--- src/rtl/globalconf.sv ---
// globalconf: shared SoC types and constants used by the bus arbiter.
package globalconf;
  typedef enum logic {ARB_IDLE, ARB_BUSY} arb_state_t;
  localparam logic [31:0] ARB_TIMEOUT_RDATA = 32'hDEAD_BEEF;
  localparam int ARB_DEFAULT_TIMEOUT = 255;
endpackage

--- src/rtl/soc_rr_picker.sv ---
// soc_rr_picker: combinational round-robin select, searching upward from last+1.
module soc_rr_picker #(
  parameter int N = 3,
  localparam int W = $clog2(N)
) (
  input  logic [N-1:0] req,
  input  logic [W-1:0] last,
  output logic [W-1:0] grant,
  output logic         valid
);
  logic [W-1:0] idx;
  always_comb begin
    grant = '0;
    valid = 1'b0;
    idx   = '0;
    // Walk from lowest to highest priority so the nearest requester overwrites.
    for (int i = N; i >= 1; i--) begin
      idx = W'((int'(last) + i) % N);
      if (req[idx]) begin
        grant = idx;
        valid = 1'b1;
      end
    end
  end
endmodule

--- src/rtl/soc_bus_arbiter.sv ---
// soc_bus_arbiter: round-robin arbiter sharing one slave port, with a hang watchdog.
module soc_bus_arbiter
  import globalconf::*;
#(
  parameter int MASTER_COUNT   = 3,
  parameter int TIMEOUT_CYCLES = ARB_DEFAULT_TIMEOUT,
  localparam int GW = $clog2(MASTER_COUNT)
) (
  input  logic                      clk,
  input  logic                      res,
  input  logic [MASTER_COUNT-1:0]   m_req,
  input  logic [32*MASTER_COUNT-1:0] m_addr,
  input  logic [32*MASTER_COUNT-1:0] m_wdata,
  input  logic [4*MASTER_COUNT-1:0] m_wstrb,
  input  logic [MASTER_COUNT-1:0]   m_we,
  output logic [31:0]               m_rdata,
  output logic [MASTER_COUNT-1:0]   m_ack,
  output logic [MASTER_COUNT-1:0]   m_err,
  output logic                      s_req,
  output logic [31:0]               s_addr,
  output logic [31:0]               s_wdata,
  output logic [3:0]                s_wstrb,
  output logic                      s_we,
  input  logic [31:0]               s_rdata,
  input  logic                      s_ack,
  output logic [GW-1:0]             grant_id,
  output logic [7:0]                timeout_count
);
  arb_state_t state_q, state_d;
  logic [GW-1:0] grant_q, grant_d, last_q, last_d, pick;
  logic [15:0] wd_q, wd_d;
  logic [7:0] tcnt_q, tcnt_d;
  logic pick_valid, busy, done_ack, done_to;

  soc_rr_picker #(.N(MASTER_COUNT)) u_picker (
    .req(m_req), .last(last_q), .grant(pick), .valid(pick_valid)
  );

  assign busy     = state_q == ARB_BUSY;
  assign done_ack = busy && s_ack && !res;
  // Watchdog holds the 1-based BUSY cycle number; an ack in the same cycle wins.
  assign done_to  = busy && !s_ack && !res && (TIMEOUT_CYCLES != 0) && (wd_q == 16'(TIMEOUT_CYCLES));

  always_comb begin
    s_req         = busy;
    s_addr        = busy ? m_addr[32*int'(grant_q) +: 32] : '0;
    s_wdata       = busy ? m_wdata[32*int'(grant_q) +: 32] : '0;
    s_wstrb       = busy ? m_wstrb[4*int'(grant_q) +: 4] : '0;
    s_we          = busy ? m_we[grant_q] : 1'b0;
    m_ack         = (done_ack || done_to) ? MASTER_COUNT'(1) << grant_q : '0;
    m_err         = done_to ? MASTER_COUNT'(1) << grant_q : '0;
    m_rdata       = done_ack ? s_rdata : done_to ? ARB_TIMEOUT_RDATA : '0;
    grant_id      = grant_q;
    timeout_count = tcnt_q;
  end

  always_comb begin
    state_d = state_q;
    grant_d = grant_q;
    last_d  = last_q;
    wd_d    = wd_q;
    tcnt_d  = tcnt_q;
    if (!busy && pick_valid) begin
      state_d = ARB_BUSY;
      grant_d = pick;
      wd_d    = 16'd1;
    end else if (done_ack || done_to) begin
      state_d = ARB_IDLE;
      last_d  = grant_q;
      tcnt_d  = (done_to && tcnt_q != 8'hFF) ? tcnt_q + 8'd1 : tcnt_q;
    end else if (busy) begin
      wd_d = wd_q + 16'd1;
    end
  end

  always_ff @(posedge clk) begin
    if (res) begin
      state_q <= ARB_IDLE;
      grant_q <= '0;
      last_q  <= GW'(MASTER_COUNT - 1);
      wd_q    <= '0;
      tcnt_q  <= '0;
    end else begin
      state_q <= state_d;
      grant_q <= grant_d;
      last_q  <= last_d;
      wd_q    <= wd_d;
      tcnt_q  <= tcnt_d;
    end
  end
endmodule
--- config.mk ---
export PLATFORM = sky130hd
export DESIGN_NAME = soc_bus_arbiter
export DESIGN_NICKNAME = d
export VERILOG_FILES = /design/src/rtl/globalconf.sv /design/src/rtl/soc_rr_picker.sv /design/src/rtl/soc_bus_arbiter.sv
export SDC_FILE = /design/constraint.sdc
export NUM_CORES = 1
export LEC_CHECK = 0
export CAP_MARGIN = 20
export CORE_AREA = 2 2 140 142
export CTS_CLUSTER_DIAMETER = 150
export CTS_CLUSTER_SIZE = 14
export DETAILED_ROUTE_END_ITERATION = 16
export DIE_AREA = 0 0 142 144
export PLACE_DENSITY = 0.63
export SYNTH_ARGS = -nofsm -noshare
export SYNTH_HDL_FRONTEND = slang
export SYNTH_SLANG_ARGS = --single-unit
--- constraint.sdc ---
create_clock -name clk -period 6 [get_ports clk]
set_clock_uncertainty 0.2 [all_clocks]
set_input_delay 0.9 -clock clk [delete_from_list [all_inputs] [get_ports clk]]
set_output_delay 0.9 -clock clk [all_outputs]
set_load 0.01 [all_outputs]
==> run_results.csv, run 1 <==
group,metric,value,unit
sta,finalSetupViolCount,0,
layout,finalInstanceArea,7584,um2
routing,drt_iter0_markers,208,
synthesis,yosysUniqueCellTypes,40,
power,internal_power,780.2,uW
place,dpl.hpwl,15170,um
clocking,clock_path_buffers,2,
floorplan,die_w,142,um
worst_setup_path,critPathKind,"in -> out",
sta,hold_viol_final,0,
synthesis,netlist_instances,549,
sta,fin_crit_sh,77.70,%
worst_setup_path,required,4900,ps
sta,worst_pin_slew,1123,ps
grt,grt-ovfl-total,0,
floorplan,core_area,19080,um2
synthesis,synth-compound-area-share,20.53,%
sta,slew_headroom,25.06,%
clocking,clkTransAtPathRegs,50,ps
synthesis,synth-seq-cells,29,
routing,post_drt_wl_per_cell,17.24,um
synthesis,synth-simple-area-share,30.67,%
worst_setup_path,startpoint_type,"primary input",
synthesis,synth_xor_area_share,4.392,%
sta,rsz0062_at_grt,"false",
synthesis,ys_async_sr_fraction,0,%
sta,tns,0,ps
place,io_buffers,362,
synthesis,synth_warnings,0,
min_path,holdCritPathClass,"reg -> reg",
clocking,ctsHoldBuffers,0,
routing,totalWireLength,19300,um
power,switching_share,33.96,%
grt,grt.total_usage,16.93,%
run,maxCapViolations,0,
routing,via_count,5075,
synthesis,synth_nets,800,
floorplan,dieArea,20450,um2
sta,fin_crit,4662,ps
routing,antenna_left,0,
synthesis,synth_ff_type,"dfxtp_1",
power,pwr-share-clk,24.4,%
synthesis,synth_area,3590,um2
layout,drive_gt1_share,2.611,%
worst_setup_path,cp.arrival,3560,ps
worst_setup_path,r2r-start,"wd_q[0]",
sta,max_freq,0.2145,GHz
worst_setup_path,reg2reg_slack,3010,ps
clocking,ctsResizeCount,0,
floorplan,rows,51,
layout,nets,1131,
synthesis,synth.area.mux_share,20.08,%
floorplan,ioPinCount,363,
clocking,cts_buffers,5,
synthesis,synth_edf_count,0,
outcome,status,"completed",
place,finalWeightedCongestion,0.8377,
routing,avgViaCountPerCell,4.535,
place,place_area,7411,um2
power,p_switching,401.3,uW
worst_setup_path,crit_path_end_kind,"output pin",
sta,slew_violations,0,
grt,grt_max_degree,77,
layout,area_delta_synth_final,111.3,%
clocking,cts_sinks,29,
floorplan,die_y,144,um
layout,nFillCells,1973,
clocking,cts_root_buffer,"clkbuf_16",
grt,antenna_found_initial,0,
synthesis,syn_avg_cell_area,6.539,um2
synthesis,seq_area_frac_synth,16.17,%
floorplan,initial_core_util,18.81,%
power,ir_drop,0.1165,mV
clocking,tritoncts,"built",
clocking,clk_latency,270,ps
routing,firstDrtPassIters,4,
synthesis,synth_top_family_by_area,"simple AND/OR/NAND/NOR gates",
worst_setup_path,worstSetupEndpoint,"m_rdata[3]",
worst_setup_path,rr_endpoint,"wd_q[2]",
clocking,htree_num_levels,2,
grt,grt_pass1_vias,4807,
worst_setup_path,critical_path.max_fanout,25,
grt,grt_pass1_wl,27390,um
layout,n_antenna_cell,0,
routing,drcViolationCount,0,
clocking,post_cts_buffers,0,
power,pwr-share-seq,18.4,%
min_path,hold_depth,2,
synthesis,synthAdderAreaFrac,2.091,%
worst_setup_path,crit_path_start,"res",
power,power_density,155.8,nW/um2
power,comb_power_share,57.2,%
worst_setup_path,r2r_cells,6,
power,p_leak,0.002951,uW
-- power by group through the flow --
| stage | combinational, uW | sequential [uW] | clock (uW) |
|---|---|---|---|
| 2_1_floorplan | 312 | 207 | 0 |
| 3_3_place_gp | 681 | 221 | 0 |
| 3_5_place_dp | 682 | 221 | 0 |
| 4_1_cts | 686 | 217 | 294 |
| 5_1_grt | 734 | 219 | 303 |
| 6_report | 676 | 217 | 288 |
-- final cells by class --
| type | count | area (um2) | share of cell area (%) |
|---|---|---|---|
| clock buffer | 7 | 142.6 | 1.881 |
| clock inverter | 1 | 30.03 | 0.3960 |
| inverter | 10 | 37.54 | 0.4950 |
| multi-input combinational | 464 | 2806 | 37.01 |
| sequential | 29 | 585.6 | 7.722 |
| tap | 238 | 297.8 | 3.927 |
| timing repair buffer | 370 | 3684 | 48.57 |
-- flip-flops by register name, indices dropped and copies added (netlist names) --
| name | cells |
|---|---|
| grant_id | 2 |
| s_req | 1 |
| wd_q | 16 |
| timeout_count | 8 |
| last_q | 2 |
-- worst min path at each step --
| stage | startpoint | endpoint | slack [ps] |
|---|---|---|---|
| 3_3_place_gp | timeout_count[7] | timeout_count[7] | 290 |
| 5_1_grt | timeout_count[7] | timeout_count[7] | 340 |
| 3_5_place_dp | timeout_count[7] | timeout_count[7] | 290 |
| 2_1_floorplan | last_q[0] | last_q[0] | 270 |
| 6_report | timeout_count[7] | timeout_count[7] | 300 |
| 4_1_cts | timeout_count[7] | timeout_count[7] | 300 |
-- cell usage in the layout, fill, tap and decap left out, types with 2 or more instances in the layout --
cell	count
a211o_1	2
a211oi_1	5
a21o_1	24
a21oi_1	80
a22o_1	2
a31oi_1	2
and2_1	9
and3_1	4
and4_1	3
buf_4	8
clkbuf_16	5
clkdlybuf4s50_1	362
dfxtp_1	27
ha_1	6
inv_1	9
mux2i_1	72
nand2_1	9
nand2b_1	5
nand3_1	13
nand4_1	7
nor2_1	161
nor2b_1	4
nor3_1	9
nor4_1	6
o21ai_0	6
or3_1	2
or4_1	2
xnor2_1	9
xor2_1	9
-- per-layer routing --
| layer | up-vias | wire [um] | global-route usage [%] |
|---|---|---|---|
| li1 | 2557 | - | - |
| met2 | 201 | 9500 | 29.77 |
| met3 | 2 | 1533 | 3.974 |
| met4 | 0 | 11 | 0.7895 |
| met1 | 2315 | 8252 | 22.15 |
| met5 | - | 0 | 0 |
-- stage by stage --
stage	setup slack, ps	power [uW]	util [%]	std cells	hold slack, ps
5_1_grt	1137	1256	39.75	1119	336.4
4_1_cts	1375	1197	39.75	1119	297.9
2_1_floorplan	2737	519.7	-	549	266.0
6_report	1338	1181	39.75	1119	297.8
3_3_place_gp	1446	902.6	38.84	1111	290.7
3_5_place_dp	1388	903.1	38.84	1111	289.9
-- synthesized netlist by cell type (7+ instances only) --
| master | number | area share, % |
|---|---|---|
| and2_1 | 9 | 1.6 |
| nor3_1 | 9 | 1.3 |
| dfxtp_1 | 29 | 16 |
| nand4_1 | 7 | 1.2 |
| clkbuf_1 | 35 | 3.7 |
| a21o_1 | 24 | 5.0 |
| nor2_1 | 162 | 17 |
| buf_1 | 10 | 1.0 |
| nand2_1 | 9 | 0.94 |
| mux2i_1 | 72 | 20 |
| xnor2_1 | 9 | 2.2 |
| xor2_1 | 9 | 2.2 |
| a21oi_1 | 80 | 11 |
| inv_1 | 10 | 1.0 |
| nand3_1 | 13 | 1.8 |
-- cell families after synthesis --
group | after synthesis
compound gates | 126
xor+xnor | 18
fa+ha+maj | 6
buf+inv | 56
flops | 29
mux | 72
simple gates | 242
-- critical path, stage by stage --
cell             delay [ps]
clkdlybuf4s50_1         520
nor4b_4                 270
nand4_1                 120
buf_4                   200
nor2_2                  850
a21o_1                  150
clkdlybuf4s50_1         540
No activity file was read; power rests on OpenSTA's default activity.
==> run 2, diff against run 1 <==
Settings changed: CORE_AREA 2 2 140 142 to 2 2 141 143, DIE_AREA 0 0 142 144 to 0 0 143 145, PLACE_DENSITY 0.63 to 0.65.
Clock period 6 ns to 4.15 ns, I/O delays scaled along.
==> run_results.csv, run 2 (synthesis gave the netlist of run 1 again) <==
group,metric,value,unit
grt,grt_pass1_wl,28410,um
power,pwr-share-seq,19.0,%
worst_setup_path,path_cells,"clkdlybuf4s50_1 > nor4b_4 > and4_1 > a21oi_1 > buf_4 > nor3_1 > clkdlybuf4s50_1",
clocking,ctsHoldBuffers,0,
routing,via_count,5124,
worst_setup_path,slowest_stage,"clkdlybuf4s50_1",
layout,area_delta_synth_final,112.6,%
layout,fin_cells,1148,
routing,highest_layer,"met4",
power,internal_power,1076,uW
worst_setup_path,cp_num_buf_inv,3,
sta,fin_crit_sh,84.01,%
routing,firstDrtPassIters,4,
floorplan,dieArea,20740,um2
routing,antenna_left,0,
power,switching_share,35.38,%
power,pwr-share-clk,21.6,%
worst_setup_path,startpoint_type,"primary input",
routing,drcViolationCount,0,
floorplan,initial_core_util,18.69,%
worst_setup_path,cp.arrival,2660,ps
routing,post_drt_wl_per_cell,16.69,um
sta,slew_headroom,40.71,%
place,dpl.hpwl,15060,um
layout,largest_reg_flops,16,
layout,final_cell_mix,"clkdlybuf4s50_1, nor2_1, a21oi_1",
worst_setup_path,reg2reg_slack,1340,ps
layout,nets,1133,
floorplan,die_y,145,um
power,p_switching,588.9,uW
layout,layout_commonest_cell,"clkdlybuf4s50_1",
clocking,clkTransAtPathRegs,50,ps
min_path,hold_depth,2,
layout,drive_gt1_share,2.718,%
routing,drt-met1-wl,8268,um
clocking,clock_path_buffers,2,
outcome,status,"completed",
floorplan,core_area,19210,um2
floorplan,rows,51,
grt,grt_max_degree,77,
place,place_inst,1140,
min_path,holdCritPathClass,"reg -> reg",
clocking,cts_root_buffer,"clkbuf_16",
routing,avgViaCountPerCell,4.463,
sta,slew_violations,0,
place,place_area,7485,um2
routing,wl_met2,9055,um
worst_setup_path,crit_path_start,"res",
grt,grt.total_usage,17.09,%
routing,drt_iter0_markers,239,
power,ir_drop,0.1695,mV
worst_setup_path,required,3330,ps
clocking,cts_sinks,29,
worst_setup_path,r2r_cells,7,
run,maxCapViolations,0,
worst_setup_path,crit_path_end_kind,"output pin",
min_path,hold_path_end,"last_q[0]",
layout,largest-register,"wd_q",
grt,grt_pass1_vias,4992,
worst_setup_path,cp_common_cell,"clkdlybuf4s50_1",
worst_setup_path,critical-path-top-delay-family,"buffers and inverters",
sta,fin_crit,3487,ps
power,power_density,218.1,nW/um2
layout,n_antenna_cell,0,
worst_setup_path,slowest_delay,570,ps
place,finalWeightedCongestion,0.8455,
floorplan,die_w,143,um
sta,finalSetupViolCount,0,
sta,holdWs,307.6,ps
grt,grt-ovfl-total,0,
clocking,clk_latency,280,ps
power,p_leak,0.002955,uW
sta,rsz0062_at_grt,"false",
min_path,holdCritStartpoint,"last_q[0]",
clocking,cts_buffers,5,
clocking,post_cts_buffers,0,
worst_setup_path,rr_endpoint,"wd_q[2]",
routing,totalWireLength,19160,um
clocking,ctsResizeCount,0,
layout,nFillCells,1985,
layout,finalInstanceArea,7631,um2
worst_setup_path,r2r-start,"last_q[0]",
worst_setup_path,critPathKind,"in -> out",
sta,worst_pin_slew,889.4,ps
grt,antenna_found_initial,0,
clocking,tritoncts,"built",
floorplan,ioPinCount,363,
worst_setup_path,critical_path.max_fanout,5,
power,comb_power_share,59.4,%
sta,max_freq,0.2868,GHz
place,io_buffers,362,
sta,tns,0,ps
routing,wl_met3,1589,um
clocking,htree_num_levels,2,
sta,hold_viol_final,0,
==> run 2: worst register-to-register path, cell delays in order (launching register included) <==
cell and delay (ps):
dfxtp_1 390, inv_1 90, ha_1 290, a22o_1 250, a211o_1 270, a22oi_1 400
nand2b_1 460, a311oi_1 360
==> run 2: worst max path at each step <==
stage | to | slack (ps) | cells past startpoint
after floorplan | m_rdata[10] | 1440 | 6
after global placement | m_ack[2] | 700 | 6
after detailed placement | m_ack[2] | 690 | 6
after CTS | m_ack[2] | 670 | 6
after global routing | m_ack[0] | 530 | 7
final | m_ack[1] | 660 | 7
==> run 2: power groups by stage <==
stage / clock [uW] / sequential (uW) / combinational, uW
finish: 359 / 317 / 988
global route: 373 / 319 / 1070
CTS: 363 / 317 / 1000
detailed placement: 0 / 323 / 995
global placement: 0 / 323 / 995
floorplan: 0 / 300 / 452
==> run 2: area by class of cell <==
class / instances / area (um2) / area share, %
multi-input cells: 464 / 2806 / 36.78
flip-flops and latches: 29 / 585.6 / 7.673
inverters: 10 / 37.54 / 0.4919
well taps: 265 / 331.6 / 4.345
clock buffers: 8 / 146.4 / 1.918
repair buffers: 372 / 3724 / 48.79
==> run 2: per-stage QoR <==
stage / setup WS [ps] / power (uW) / utilization (%)
final: 663.5 / 1664 / 39.73
after global routing: 531.9 / 1763 / 39.73
after detailed placement: 689.3 / 1318 / 38.97
after global placement: 702.5 / 1318 / 38.97
after floorplan: 1442 / 751.3 / -
after CTS: 673.2 / 1683 / 39.73
==> run 2: metal layers <==
layer | vias up | GRT usage [%]
li1 | 2567 | -
met1 | 2319 | 22.17
met2 | 224 | 29.67
met3 | 14 | 3.333
met4 | 0 | 2.624
met5 | - | 0
==> run 3, diff against run 2 <==
Clock period 4.15 ns to 3 ns, I/O delays scaled along.
==> run_results.csv, run 3 (synthesis gave the netlist of run 1 again) <==
group,metric,value,unit
outcome,status,"completed",
layout,final_cell_mix,"clkdlybuf4s50_1, nor2_1, a21oi_1",
sta,slew_violations,0,
clocking,cts_sinks,29,
place,place_area,7652,um2
place,io_buffers,362,
clocking,cts_root_buffer,"clkbuf_16",
run,maxCapViolations,0,
routing,drcViolationCount,0,
grt,grt_pass1_wl,27770,um
routing,via_count,5148,
floorplan,initial_core_util,18.69,%
floorplan,rows,51,
layout,drive_gt1_share,5.100,%
power,comb_power_share,60.5,%
min_path,holdCritStartpoint,"last_q[0]",
grt,antenna_found_initial,0,
sta,slew_headroom,69.44,%
grt,grt_max_degree,70,
sta,fin_crit,2861,ps
floorplan,die_y,145,um
routing,antenna_left,0,
sta,hold_viol_final,0,
power,p_switching,826.2,uW
routing,firstDrtPassIters,5,
power,switching_share,34.89,%
worst_setup_path,rr_endpoint,"timeout_count[7]",
power,pwr-share-clk,21.8,%
power,internal_power,1542,uW
worst_setup_path,required,2350,ps
grt,grt_pass1_vias,4832,
floorplan,ioPinCount,363,
worst_setup_path,r2r_cells,6,
min_path,holdCritPathClass,"reg -> reg",
place,place_ws,-74.49,ps
sta,rsz0062_at_grt,"false",
routing,totalWireLength,19400,um
power,power_density,298.6,nW/um2
sta,tns,0,ps
sta,worst_pin_slew,454.9,ps
worst_setup_path,r2r-start,"s_req",
layout,nets,1152,
layout,area_delta_synth_final,120.9,%
sta,finalSetupViolCount,0,
routing,avgViaCountPerCell,4.411,
sta,max_freq,0.3495,GHz
worst_setup_path,reg2reg_slack,510,ps
power,p_leak,0.003586,uW
clocking,clock_path_buffers,2,
worst_setup_path,crit_path_end_kind,"output pin",
clocking,tritoncts,"built",
routing,drt_iter0_markers,230,
layout,finalInstanceArea,7930,um2
clocking,cts_buffers,5,
clocking,htree_num_levels,2,
sta,timing.final.ws_setup,138.5,ps
worst_setup_path,startpoint_type,"flip-flop",
min_path,hold_depth,2,
worst_setup_path,crit_path_start,"grant_id[0]",
worst_setup_path,critPathKind,"reg -> out",
power,pwr-share-seq,17.7,%
layout,largest-register,"wd_q",
layout,layout_commonest_cell,"clkdlybuf4s50_1",
layout,largest_reg_flops,16,
routing,post_drt_wl_per_cell,16.62,um
place,dpl.hpwl,15450,um
floorplan,core_area,19210,um2
clocking,clk_latency,270,ps
place,finalWeightedCongestion,0.8925,
power,finalPower,2368,uW
worst_setup_path,cp.arrival,2210,ps
power,ir_drop,0.2009,mV
min_path,hold_path_end,"last_q[0]",
floorplan,dieArea,20740,um2
grt,grt-ovfl-total,0,
floorplan,die_w,143,um
clocking,clkTransAtPathRegs,50,ps
worst_setup_path,critical_path.max_fanout,41,
grt,grt.total_usage,16.75,%
layout,n_antenna_cell,0,
sta,fin_crit_sh,95.38,%
## run 3: area by class of cell
| cell class | instances | area [um2] |
|---|---|---|
| repair buffers | 391 | 4006 |
| flip-flops and latches | 29 | 585.6 |
| fillers | 1986 | 11280 |
| well taps | 265 | 331.6 |
| clock buffers | 7 | 152.6 |
| clock inverters | 1 | 5.005 |
| inverters | 10 | 37.54 |
| multi-input cells | 464 | 2811 |
## run 3: metal layers
metal / part of all wire [%] / GRT usage [%] / vias to the layer above
met3: 8.2 / 3.432 / 22
met2: 48 / 28.68 / 229
met4: 1.9 / 3.663 / 0
met1: 42 / 21.50 / 2301
met5: 0 / 0 / -
li1: - / - / 2596
## run 3: per-stage QoR
stage | std cells | util, % | hold slack, ps
global placement | 1156 | 39.84 | 297.0
floorplan | 549 | - | 266.0
detailed placement | 1156 | 39.84 | 301.3
CTS | 1164 | 40.69 | 313.0
global route | 1167 | 41.29 | 337.3
finish | 1167 | 41.29 | 310.7
## run 3: what timing repair did
item / CTS / global route
hold buffers: 0 / 0
resized for setup: 4 / 29
pin swaps: 0 / 1
setup endpoints to repair: 34 / 35
gates cloned: 0 / 1
setup buffers: 0 / 2
## run 3: power by group through the flow
stage / logic, uW / clock network [uW] / registers, uW
CTS: 1450 / 522 / 420
finish: 1430 / 516 / 420
floorplan: 625 / 0 / 415
global placement: 1440 / 0 / 427
detailed placement: 1440 / 0 / 428
global route: 1540 / 543 / 422
## run 3: worst max-delay path: stages, from the launching register on
cell and delay, ps:
dfxtp_4 470, buf_12 310, mux2i_1 340, nor2_1 70, a21oi_1 140, nor2_1 50, clkdlybuf4s50_1 490
## run 3: worst max-delay path by stage
stage,endpoint,slack (ps)
floorplan,m_rdata[10],640
global placement,m_ack[1],-2
detailed placement,m_rdata[4],-70
CTS,m_ack[2],-10
global route,m_rdata[22],30
finish,s_wdata[17],140
